==> src/rtl/uart_mmio_pkg.sv <==
// Shared definitions for the memory-mapped UART transmitter: register offsets,
// STATUS bit layout and the transmit FSM state type.
package uart_mmio_pkg;

  localparam logic [3:0] OFF_TXDATA = 4'h0;
  localparam logic [3:0] OFF_STATUS = 4'h4;
  localparam logic [3:0] OFF_DIV    = 4'h8;
  localparam logic [3:0] OFF_CTRL   = 4'hC;

  localparam int ST_FULL  = 0;
  localparam int ST_EMPTY = 1;
  localparam int ST_BUSY  = 2;
  localparam int ST_OVF   = 3;
  localparam int ST_CNT   = 4;
  localparam int ST_CNT_W = 5;

  typedef enum logic [1:0] {
    S_IDLE  = 2'd0,
    S_START = 2'd1,
    S_DATA  = 2'd2,
    S_STOP  = 2'd3
  } tx_state_e;

endpackage

==> src/rtl/uart_mmio_sync_fifo.sv <==
// Synchronous FIFO with a separate occupancy count; pop is applied before push,
// so a push into a full FIFO succeeds when a pop happens on the same edge.
module sync_fifo #(
  parameter int WIDTH = 8,
  parameter int DEPTH = 8
) (
  input  logic                     clk,
  input  logic                     rst,
  input  logic                     i_push,
  input  logic                     i_pop,
  input  logic [WIDTH-1:0]         i_data,
  output logic [WIDTH-1:0]         o_data,
  output logic [$clog2(DEPTH):0]   o_count,
  output logic                     o_full,
  output logic                     o_empty,
  output logic                     o_push_ok
);

  localparam int AW = $clog2(DEPTH);
  localparam int CW = AW + 1;
  localparam logic [CW-1:0] L_FULL = CW'(DEPTH);

  logic [WIDTH-1:0] r_mem [DEPTH];
  logic [AW-1:0]    r_rd, r_wr;
  logic [CW-1:0]    r_count;
  logic             w_pop, w_push;

  assign o_empty   = (r_count == '0);
  assign o_full    = (r_count == L_FULL);
  assign w_pop     = i_pop && !o_empty;
  assign w_push    = i_push && (!o_full || w_pop);
  assign o_push_ok = w_push;
  assign o_data    = r_mem[r_rd];
  assign o_count   = r_count;

  always_ff @(posedge clk) begin
    if (w_push) r_mem[r_wr] <= i_data;
  end

  // Power-of-two depth: pointers wrap by natural overflow.
  always_ff @(posedge clk) begin
    if (rst) begin
      r_rd    <= '0;
      r_wr    <= '0;
      r_count <= '0;
    end else begin
      if (w_pop)  r_rd <= r_rd + AW'(1);
      if (w_push) r_wr <= r_wr + AW'(1);
      case ({w_push, w_pop})
        2'b10:   r_count <= r_count + CW'(1);
        2'b01:   r_count <= r_count - CW'(1);
        default: r_count <= r_count;
      endcase
    end
  end

endmodule

==> src/rtl/uart_mmio.sv <==
// Memory-mapped 8N1 UART transmitter with TX FIFO and programmable divisor.
// Optional interrupt output and CTRL.IE are built when UART_MMIO_IRQ_EN is defined.
module uart_mmio
  import uart_mmio_pkg::*;
#(
  parameter logic [31:0] BASE_ADDR  = 32'h1000_0000,
  parameter int          FIFO_DEPTH = 8,
  parameter logic [15:0] DIV_RESET  = 16'd867
) (
  input  logic        clk,
  input  logic        rst,
  input  logic        data_ce_i,
  input  logic        data_we_i,
  input  logic [31:0] data_addr_i,
  input  logic [31:0] data_i,
  output logic [31:0] data_o,
  output logic        sel_o,
`ifdef UART_MMIO_IRQ_EN
  output logic        irq_o,
`endif
  output logic        txd
);

  localparam int CW = $clog2(FIFO_DEPTH) + 1;

  logic [3:0]    w_off;
  logic          w_wr, w_rd, w_push, w_push_ok, w_pop, w_full, w_empty, w_ovf_clr;
  logic [7:0]    w_head;
  logic [CW-1:0] w_count;
  logic [31:0]   w_status;
  logic          w_unused;

  logic [15:0]   r_div, r_cur_div, r_baud, w_cur_div_nxt, w_baud_nxt;
  logic [2:0]    r_bit, w_bit_nxt;
  logic [7:0]    r_sh, w_sh_nxt;
  logic          r_txd, w_txd_nxt, r_ovf, w_tick;
  tx_state_e     r_state, w_state_nxt;

  assign sel_o     = data_ce_i && (data_addr_i[31:4] == BASE_ADDR[31:4]);
  assign w_off     = data_addr_i[3:0];
  assign w_wr      = sel_o && data_we_i;
  assign w_rd      = sel_o && !data_we_i && (w_off[1:0] == 2'b00);
  assign w_push    = w_wr && (w_off == OFF_TXDATA);
  assign w_ovf_clr = w_wr && (w_off == OFF_STATUS) && data_i[ST_OVF];
  assign txd       = r_txd;
  assign w_unused  = &{1'b0, data_i[31:16]};

  sync_fifo #(.WIDTH(8), .DEPTH(FIFO_DEPTH)) u_fifo (
    .clk       (clk),
    .rst       (rst),
    .i_push    (w_push),
    .i_pop     (w_pop),
    .i_data    (data_i[7:0]),
    .o_data    (w_head),
    .o_count   (w_count),
    .o_full    (w_full),
    .o_empty   (w_empty),
    .o_push_ok (w_push_ok)
  );

  always_ff @(posedge clk) begin
    if (rst) begin
      r_div <= DIV_RESET;
      r_ovf <= 1'b0;
    end else begin
      if (w_wr && (w_off == OFF_DIV)) r_div <= data_i[15:0];
      // A drop on the same edge as a clear wins so the event is not lost.
      if (w_push && !w_push_ok) r_ovf <= 1'b1;
      else if (w_ovf_clr)       r_ovf <= 1'b0;
    end
  end

`ifdef UART_MMIO_IRQ_EN
  logic r_ie, r_irq;
  always_ff @(posedge clk) begin
    if (rst) begin
      r_ie  <= 1'b0;
      r_irq <= 1'b0;
    end else begin
      if (w_wr && (w_off == OFF_CTRL)) r_ie <= data_i[0];
      r_irq <= r_ie && w_empty && (r_state == S_IDLE);
    end
  end
  assign irq_o = r_irq;
`endif

  always_comb begin
    w_status                       = '0;
    w_status[ST_FULL]              = w_full;
    w_status[ST_EMPTY]             = w_empty;
    w_status[ST_BUSY]              = (r_state != S_IDLE);
    w_status[ST_OVF]               = r_ovf;
    w_status[ST_CNT +: ST_CNT_W]   = ST_CNT_W'(w_count);
  end

  always_comb begin
    data_o = '0;
    if (w_rd) begin
      case (w_off)
        OFF_STATUS: data_o = w_status;
        OFF_DIV:    data_o = {16'h0000, r_div};
`ifdef UART_MMIO_IRQ_EN
        OFF_CTRL:   data_o = {31'h0, r_ie};
`endif
        default:    data_o = '0;
      endcase
    end
  end

  // Transmit FSM. r_cur_div latches DIV at each step start so a DIV write
  // only changes timing from the next bit boundary.
  always_comb begin
    w_state_nxt   = r_state;
    w_baud_nxt    = r_baud + 16'd1;
    w_cur_div_nxt = r_cur_div;
    w_bit_nxt     = r_bit;
    w_sh_nxt      = r_sh;
    w_pop         = 1'b0;
    w_tick        = (r_baud == r_cur_div);
    case (r_state)
      S_IDLE: begin
        w_baud_nxt = '0;
        if (!w_empty) begin
          w_pop         = 1'b1;
          w_sh_nxt      = w_head;
          w_bit_nxt     = '0;
          w_cur_div_nxt = r_div;
          w_state_nxt   = S_START;
        end
      end
      S_START: begin
        if (w_tick) begin
          w_baud_nxt    = '0;
          w_cur_div_nxt = r_div;
          w_state_nxt   = S_DATA;
        end
      end
      S_DATA: begin
        if (w_tick) begin
          w_baud_nxt    = '0;
          w_cur_div_nxt = r_div;
          w_sh_nxt      = {1'b0, r_sh[7:1]};
          if (r_bit == 3'd7) w_state_nxt = S_STOP;
          else               w_bit_nxt   = r_bit + 3'd1;
        end
      end
      S_STOP: begin
        if (w_tick) begin
          w_baud_nxt    = '0;
          w_cur_div_nxt = r_div;
          if (!w_empty) begin
            w_pop       = 1'b1;
            w_sh_nxt    = w_head;
            w_bit_nxt   = '0;
            w_state_nxt = S_START;
          end else begin
            w_state_nxt = S_IDLE;
          end
        end
      end
      default: w_state_nxt = S_IDLE;
    endcase
    case (w_state_nxt)
      S_START: w_txd_nxt = 1'b0;
      S_DATA:  w_txd_nxt = w_sh_nxt[0];
      default: w_txd_nxt = 1'b1;
    endcase
  end

  always_ff @(posedge clk) begin
    if (rst) begin
      r_state   <= S_IDLE;
      r_baud    <= '0;
      r_cur_div <= '0;
      r_bit     <= '0;
      r_sh      <= '0;
      r_txd     <= 1'b1;
    end else begin
      r_state   <= w_state_nxt;
      r_baud    <= w_baud_nxt;
      r_cur_div <= w_cur_div_nxt;
      r_bit     <= w_bit_nxt;
      r_sh      <= w_sh_nxt;
      r_txd     <= w_txd_nxt;
    end
  end

endmodule

==> config.mk <==
export PLATFORM = sky130hd
export DESIGN_NAME = uart_mmio
export DESIGN_NICKNAME = d
export VERILOG_FILES = /design/src/rtl/uart_mmio_pkg.sv /design/src/rtl/uart_mmio_sync_fifo.sv /design/src/rtl/uart_mmio.sv
export SDC_FILE = /design/constraint.sdc
export NUM_CORES = 1
export LEC_CHECK = 0
export ABC_AREA = 1
export ABC_CLOCK_PERIOD_IN_PS = 5000
export CAP_MARGIN = 20
export CORE_ASPECT_RATIO = 0.7
export CORE_MARGIN = 10
export CORE_UTILIZATION = 56
export DETAILED_ROUTE_END_ITERATION = 12
export GPL_ROUTABILITY_DRIVEN = 0
export PLACE_DENSITY = 0.92
export SLEW_MARGIN = 20
export SYNTH_ARGS = -nofsm -noshare
export SYNTH_HDL_FRONTEND = slang
export SYNTH_SLANG_ARGS = --single-unit
==> constraint.sdc <==
create_clock -name clk -period 5 [get_ports clk]
set_input_delay 1 -clock clk [delete_from_list [all_inputs] [get_ports clk]]
set_output_delay 1 -clock clk [all_outputs]
set_load 0.02 [all_outputs]
Word-level counts from Yosys, hierarchy flattened
Memory sizes are Yosys's and may differ from the RTL's. A register that Yosys moved wholly into a read port is not among the register bits.
Cells that the tools add are included.
- $add $sub $neg: 6
- equal/unequal tests: 18
- multiplexer cells: 34
- reduce and logical (&&, ||, !) cells: 28
- operators by type and width (kind ; number):
    $pmux W16 S2 ; 3
    $mux W16 ; 4
    $eq A28 B25 Y1 const B ; 1
    $mux W8 ; 3
    $pmux W8 S3 ; 1
    $mux W3 ; 6
    $add A16 B1 Y16 const B ; 1
    $eq A16 B16 Y1 ; 1
    $logic_and A1 B1 Y1 ; 11
    $mux W2 ; 5
    $add A3 B1 Y3 const B ; 3
    $pmux W3 S3 ; 1
    $eq A2 B2 Y1 const B ; 4
    $eq A4 B4 Y1 const B ; 2
    $logic_not A4 Y1 ; 2
    $ne A2 B2 Y1 const B ; 4
    $pmux W2 S4 ; 1
    $pmux W4 S2 ; 1
    $mux W1 ; 7
    $eq A2 B1 Y1 const B ; 3
    $reduce_bool A2 Y1 ; 3
    $add A4 B1 Y4 const B ; 1
    $eq A4 B3 Y1 const B ; 1
    $logic_not A1 Y1 ; 4
    other kinds (11) ; 13
- bits in registers: 73
- memory bits (writable): 64
- input port bits: 68
- logic and storage cells: 99
- memories kept: 1
- memory list (memory ; words ; width ; rd ports ; clocked after Yosys merged registers in ; wr ports ; RTL line ; source):
    u_fifo.r_mem ; 8 ; 8 ; 1 ; 1 ; 1 ; uart_mmio_sync_fifo.sv:23 ; logic [WIDTH-1:0] r_mem [DEPTH];

Logic depth before layout (Yosys ltp)
Gate-level depths: netlist (run 1).
- depth in word-level cells: 10
- depth in mapped cells: 20
- mapped depth without buffers: 20

Cells and area by module
From an unflattened synthesis (run 1), not the netlist that was laid out.
- cell total of the unflattened synthesis: 808
- area total of the unflattened synthesis: 6799.0 um2
- modules (own cells, without submodules) (module ; times used ; cells each ; area each (um2) ; seq. area each (um2)):
    uart_mmio ; 1 ; 548 ; 3641.0 ; 1261.2
    sync_fifo ; 1 ; 260 ; 3158.0 ; 2182.1

Worst setup path before layout (run 1)
OpenSTA, ideal clock, no wires.
- path kind: input -> output
- start: in data_addr_i[15]
- end: out data_o[7]
- data arrival time: 2577 ps
- data required time: 4000 ps
- path slack: 1423 ps
- stages: 6
- buffers on the path: 1
- path through: or2_2 > nor4_2 > and2_1 > nand3_2 > buf_2 > a21oi_1
- word-level cells in the longest chain between the ends: 5
- RTL lines (what ; RTL line ; source):
    start, declared ; uart_mmio.sv:14 ; input logic [31:0] data_addr_i,
    $eq A28 B25 Y1 ; uart_mmio.sv:39 ; assign sel_o = data_ce_i && (data_addr_i[31:4] == BASE_ADDR[31:4]);
    $logic_and A1 B1 Y1 ; uart_mmio.sv:39 ;
    net sel_o ; uart_mmio.sv:17 ; output logic sel_o,
    $logic_and A1 B1 Y1 (2 in a row) ; uart_mmio.sv:42 ; assign w_rd = sel_o && !data_we_i && (w_off[1:0] == 2'b00);
    $mux W16 ; uart_mmio.sv:98 ; if (w_rd) begin
    end, declared ; uart_mmio.sv:16 ; output logic [31:0] data_o,
The timed path passes the listed nets, and every way through them passes these cells.

Worst setup path in the final report (run 1)
- start: in data_addr_i[15]
- end: out data_o[2]
- word-level cells in the longest chain between the ends: 5
- RTL lines (what ; RTL line):
    $eq A28 B25 Y1 ; uart_mmio.sv:39
    $logic_and A1 B1 Y1 ; uart_mmio.sv:39
    $logic_and A1 B1 Y1 (2 in a row) ; uart_mmio.sv:42
    $mux W16 ; uart_mmio.sv:98
No other way between the ends.

==> impl_metrics.tcl, run 1 <==
set metrics [dict create \
    outcome "finished, final reports clean" \
    cp.arrival_ps 3500 \
    die_height_um 113 \
    num_vias 6171 \
    drive_above_1_share_pct 8.24 \
    grt_pass1_vias 6074 \
    boundaryPins 102 \
    synth_cells 850 \
    p_seq_share_pct 38.5 \
    fillerInstances 833 \
    r2r-start "r_baud[11]" \
    ys_seq_area_share_pct 49.9 \
    drv_slew 0 \
    dr.pass1.iters 6 \
    rsz0062_at_grt "false" \
    hold_viol_final 0 \
    peakVddDrop_mv 0.244 \
    postCtsSetupRepairBufs 0 \
    p_leak_nw 3.20 \
    grt_pass1_wl_um 30200 \
    async_reset_ff_share_pct 0 \
    synth_warnings 0 \
    max_slew_margin_pct 34.3 \
    post_drt_wl_per_cell_um 16.6 \
    finalSetupTns_ps 0 \
    finalCritPeriodShare_pct 90.1 \
    synth_area_mm2 0.00689 \
    htreeDepth 4 \
    hold_class "reg -> reg" \
    clockBufferDepth 2 \
    rrSetupSlack_ps 2050 \
    worst_slew_pin_slew_ps 985 \
    core.rowCount 33 \
    cp-start-kind "input pin" \
    cap_viol_max_count 0 \
    start_util_pct 58.0 \
    synth_ff_type "dfxtp_1" \
    dp_hpwl_um 12100 \
    multi_input_area_mm2 0.00295 \
    yosys_register_bits 140 \
    drc 0 \
    port_buffers 69 \
    worstPathRequired_ps 4000 \
    cts_tree "yes" \
    p_comb_share_pct 26.4 \
    final_area_mm2 0.00825 \
    fin_util_pct 69.3 \
    layout.nets 1003 \
    areaGrowthSynthToFinish_pct 19.6 \
    min_period_ps 4500 \
    routed_via_density 5.66 \
    end_kind "primary output" \
    detail_route.iter0.violations 901 \
    setup_violations 0 \
    diodes 0 \
    p_switching_mw 1.23 \
    switching_share_pct 35.5 \
    worst_r2r_path_depth 19 \
    power.internal_mw 2.24 \
    grt_usage_pct 21.2 \
    p_per_area_mw_per_mm2 421 \
    synth.avg_cell_area_um2 8.11 \
    finalClockSkew_ps 12.2 \
    r2r-end "u_fifo.o_count[3]" \
    min_from "r_cur_div[3]" \
    clockRootBuffer "clkbuf_16" \
    synth_edf_count 64 \
    cts_made_buffers 17 \
    grt_start_max_net_pins 34 \
    cts_resized 0 \
    clock_latency_ps 430 \
    placed_cell_area_mm2 0.00768 \
    clk_pin_slew_worst_paths_ps 70 \
    overflow 0 \
    criticalPathCategory "in -> out" \
    crit_fanout 16 \
    timing.fmax_mhz 222 \
    antenna_found_initial 0 \
    die_x_um 153 \
    clock-sinks 140 \
    holdPathEnd "r_cur_div[3]" \
    seq_area_mm2 0.00344 \
    coreArea_mm2 0.0119 \
    antenna_left 0 \
    hold_path_depth 2 \
    synth_cell_types 44 \
    holdWs_ps 472 \
    ctsHoldBuffers 0 \
    drt-total-wl_um 18200 \
    clockPowerShare_pct 35.1 \
    dieArea_mm2 0.0172 \
]
-- how the worst max path moves through the flow --
stage / end / slack (ps) / from
final: data_o[2] / 500 / data_addr_i[15]
after detailed placement: data_o[2] / 480 / data_addr_i[15]
after floorplan: data_o[7] / 1420 / data_addr_i[15]
after global placement: data_o[2] / 520 / data_addr_i[15]
after CTS: data_o[2] / 530 / data_addr_i[15]
after global routing: data_o[2] / 340 / data_addr_i[14]
-- final cells by class --
class                   instances  share of cell area, %
repair buffers                 82                   9.56
multi-input cells             598                   35.8
flip-flops and latches        140                   41.8
inverters                      82                   3.73
well taps                     157                   2.38
clock inverters                14                   1.47
clock buffers                  18                   5.33
-- layer usage --
layer,vias to the layer above,track usage (%),share of wire [%]
met1,2858,25.4,41
met2,345,35.2,47
met3,29,6.51,10
met5,-,0,0
li1,2939,-,-
met4,0,7.79,1.7
-- stage by stage --
step           setup slack [ps]  cells  total power [mW]
5_1_grt                     345   1091              3.64
6_report                    496   1091              3.47
3_5_place_dp                476   1059              2.24
2_1_floorplan              1420    865              2.02
3_3_place_gp                523   1059              2.21
4_1_cts                     526   1091              3.45
-- cells in the final DEF (no fill, tap or decap), drive strengths merged --
master         instances
o21ai                 46
or2                    2
a21boi                 1
a31oi                  4
nor4                   9
inv                   94
clkdlybuf4s50         69
buf                   13
ha                    14
o21a                   1
nor3b                  4
dfxtp                 76
o21bai                 1
nor2                  75
nand3b                 2
conb                  16
xor2                   6
nand2                233
nand4                  8
nor3                  19
a22oi                  3
edfxtp                64
a21oi                 66
and2                   1
nand3                 84
and3                   1
xnor2                  1
clkinv                 2
clkbuf                18
a211oi                 1
-- critical path, stage by stage --
cell	delay, ps
clkdlybuf4s50_1	420
or2_2	320
nor4_2	340
and2_1	210
nand3_2	290
a21oi_1	270
clkdlybuf4s50_1	640
-- cell usage after synthesis (all sizes together) (2+ instances only) --
| library cell | n | area (µm²) |
|---|---|---|
| nand3 | 84 | 455 |
| o21ai | 46 | 234 |
| xor2 | 6 | 52.6 |
| nand4 | 8 | 50.1 |
| nor3 | 19 | 105 |
| nor2 | 75 | 342 |
| inv | 82 | 308 |
| clkbuf | 13 | 50.0 |
| dfxtp | 76 | 1520 |
| edfxtp | 64 | 1920 |
| nor3b | 4 | 30.0 |
| a31oi | 4 | 25.0 |
| nor4 | 9 | 62.6 |
| a21oi | 66 | 330 |
| a22oi | 3 | 36.3 |
| ha | 14 | 175 |
| buf | 32 | 200 |
| nand2 | 233 | 900 |
| or2 | 2 | 12.5 |
| nand3b | 2 | 27.5 |
-- state kept, by name (all words and copies together) (netlist names), named ones only --
name / flops
u_fifo.r_mem: 64
r_baud: 16
r_cur_div: 16
r_div: 16
r_sh: 8
u_fifo.o_count: 4
r_bit: 3
u_fifo.r_rd: 3
u_fifo.r_wr: 3
r_state: 2
r_ovf: 1
txd: 1
-- cells by family after synthesis --
group,synth area share (%)
other,0.0544
DFF,49.9
AOI/OAI and AO/OA,9.51
and+or+nand+nor,29.0
buffers and inverters,8.09
xor gates and xnor gates,0.889
adders and majority gates,2.54
-- power by group through the flow --
| stage | registers (mW) | clock network [mW] | logic [mW] |
|---|---|---|---|
| after floorplan | 1.34 | 0 | 0.678 |
| after global placement | 1.35 | 0 | 0.856 |
| after detailed placement | 1.35 | 0 | 0.884 |
| after CTS | 1.33 | 1.22 | 0.901 |
| after global routing | 1.34 | 1.27 | 1.02 |
| final | 1.33 | 1.22 | 0.916 |
(Power assumes the default switching activity.)
==> run 2: changes to the inputs <==
--- a/config.mk
+++ b/config.mk
@@ -6,7 +6,6 @@
 export NUM_CORES = 1
 export LEC_CHECK = 0
 export ABC_AREA = 1
-export ABC_CLOCK_PERIOD_IN_PS = 5000
 export CAP_MARGIN = 20
 export CORE_ASPECT_RATIO = 0.7
 export CORE_MARGIN = 10
==> results of run 2 <==
Same layout as run 1: the final DEF is identical, and so are final timing and power.
==> run 3: changes to the inputs <==
--- a/config.mk
+++ b/config.mk
@@ -11,7 +11,6 @@
 export CORE_MARGIN = 10
 export CORE_UTILIZATION = 56
 export DETAILED_ROUTE_END_ITERATION = 12
-export GPL_ROUTABILITY_DRIVEN = 0
 export PLACE_DENSITY = 0.92
 export SLEW_MARGIN = 20
 export SYNTH_ARGS = -nofsm -noshare
==> results of run 3 <==
Same layout as run 1: the final DEF is identical, and so are final timing and power.
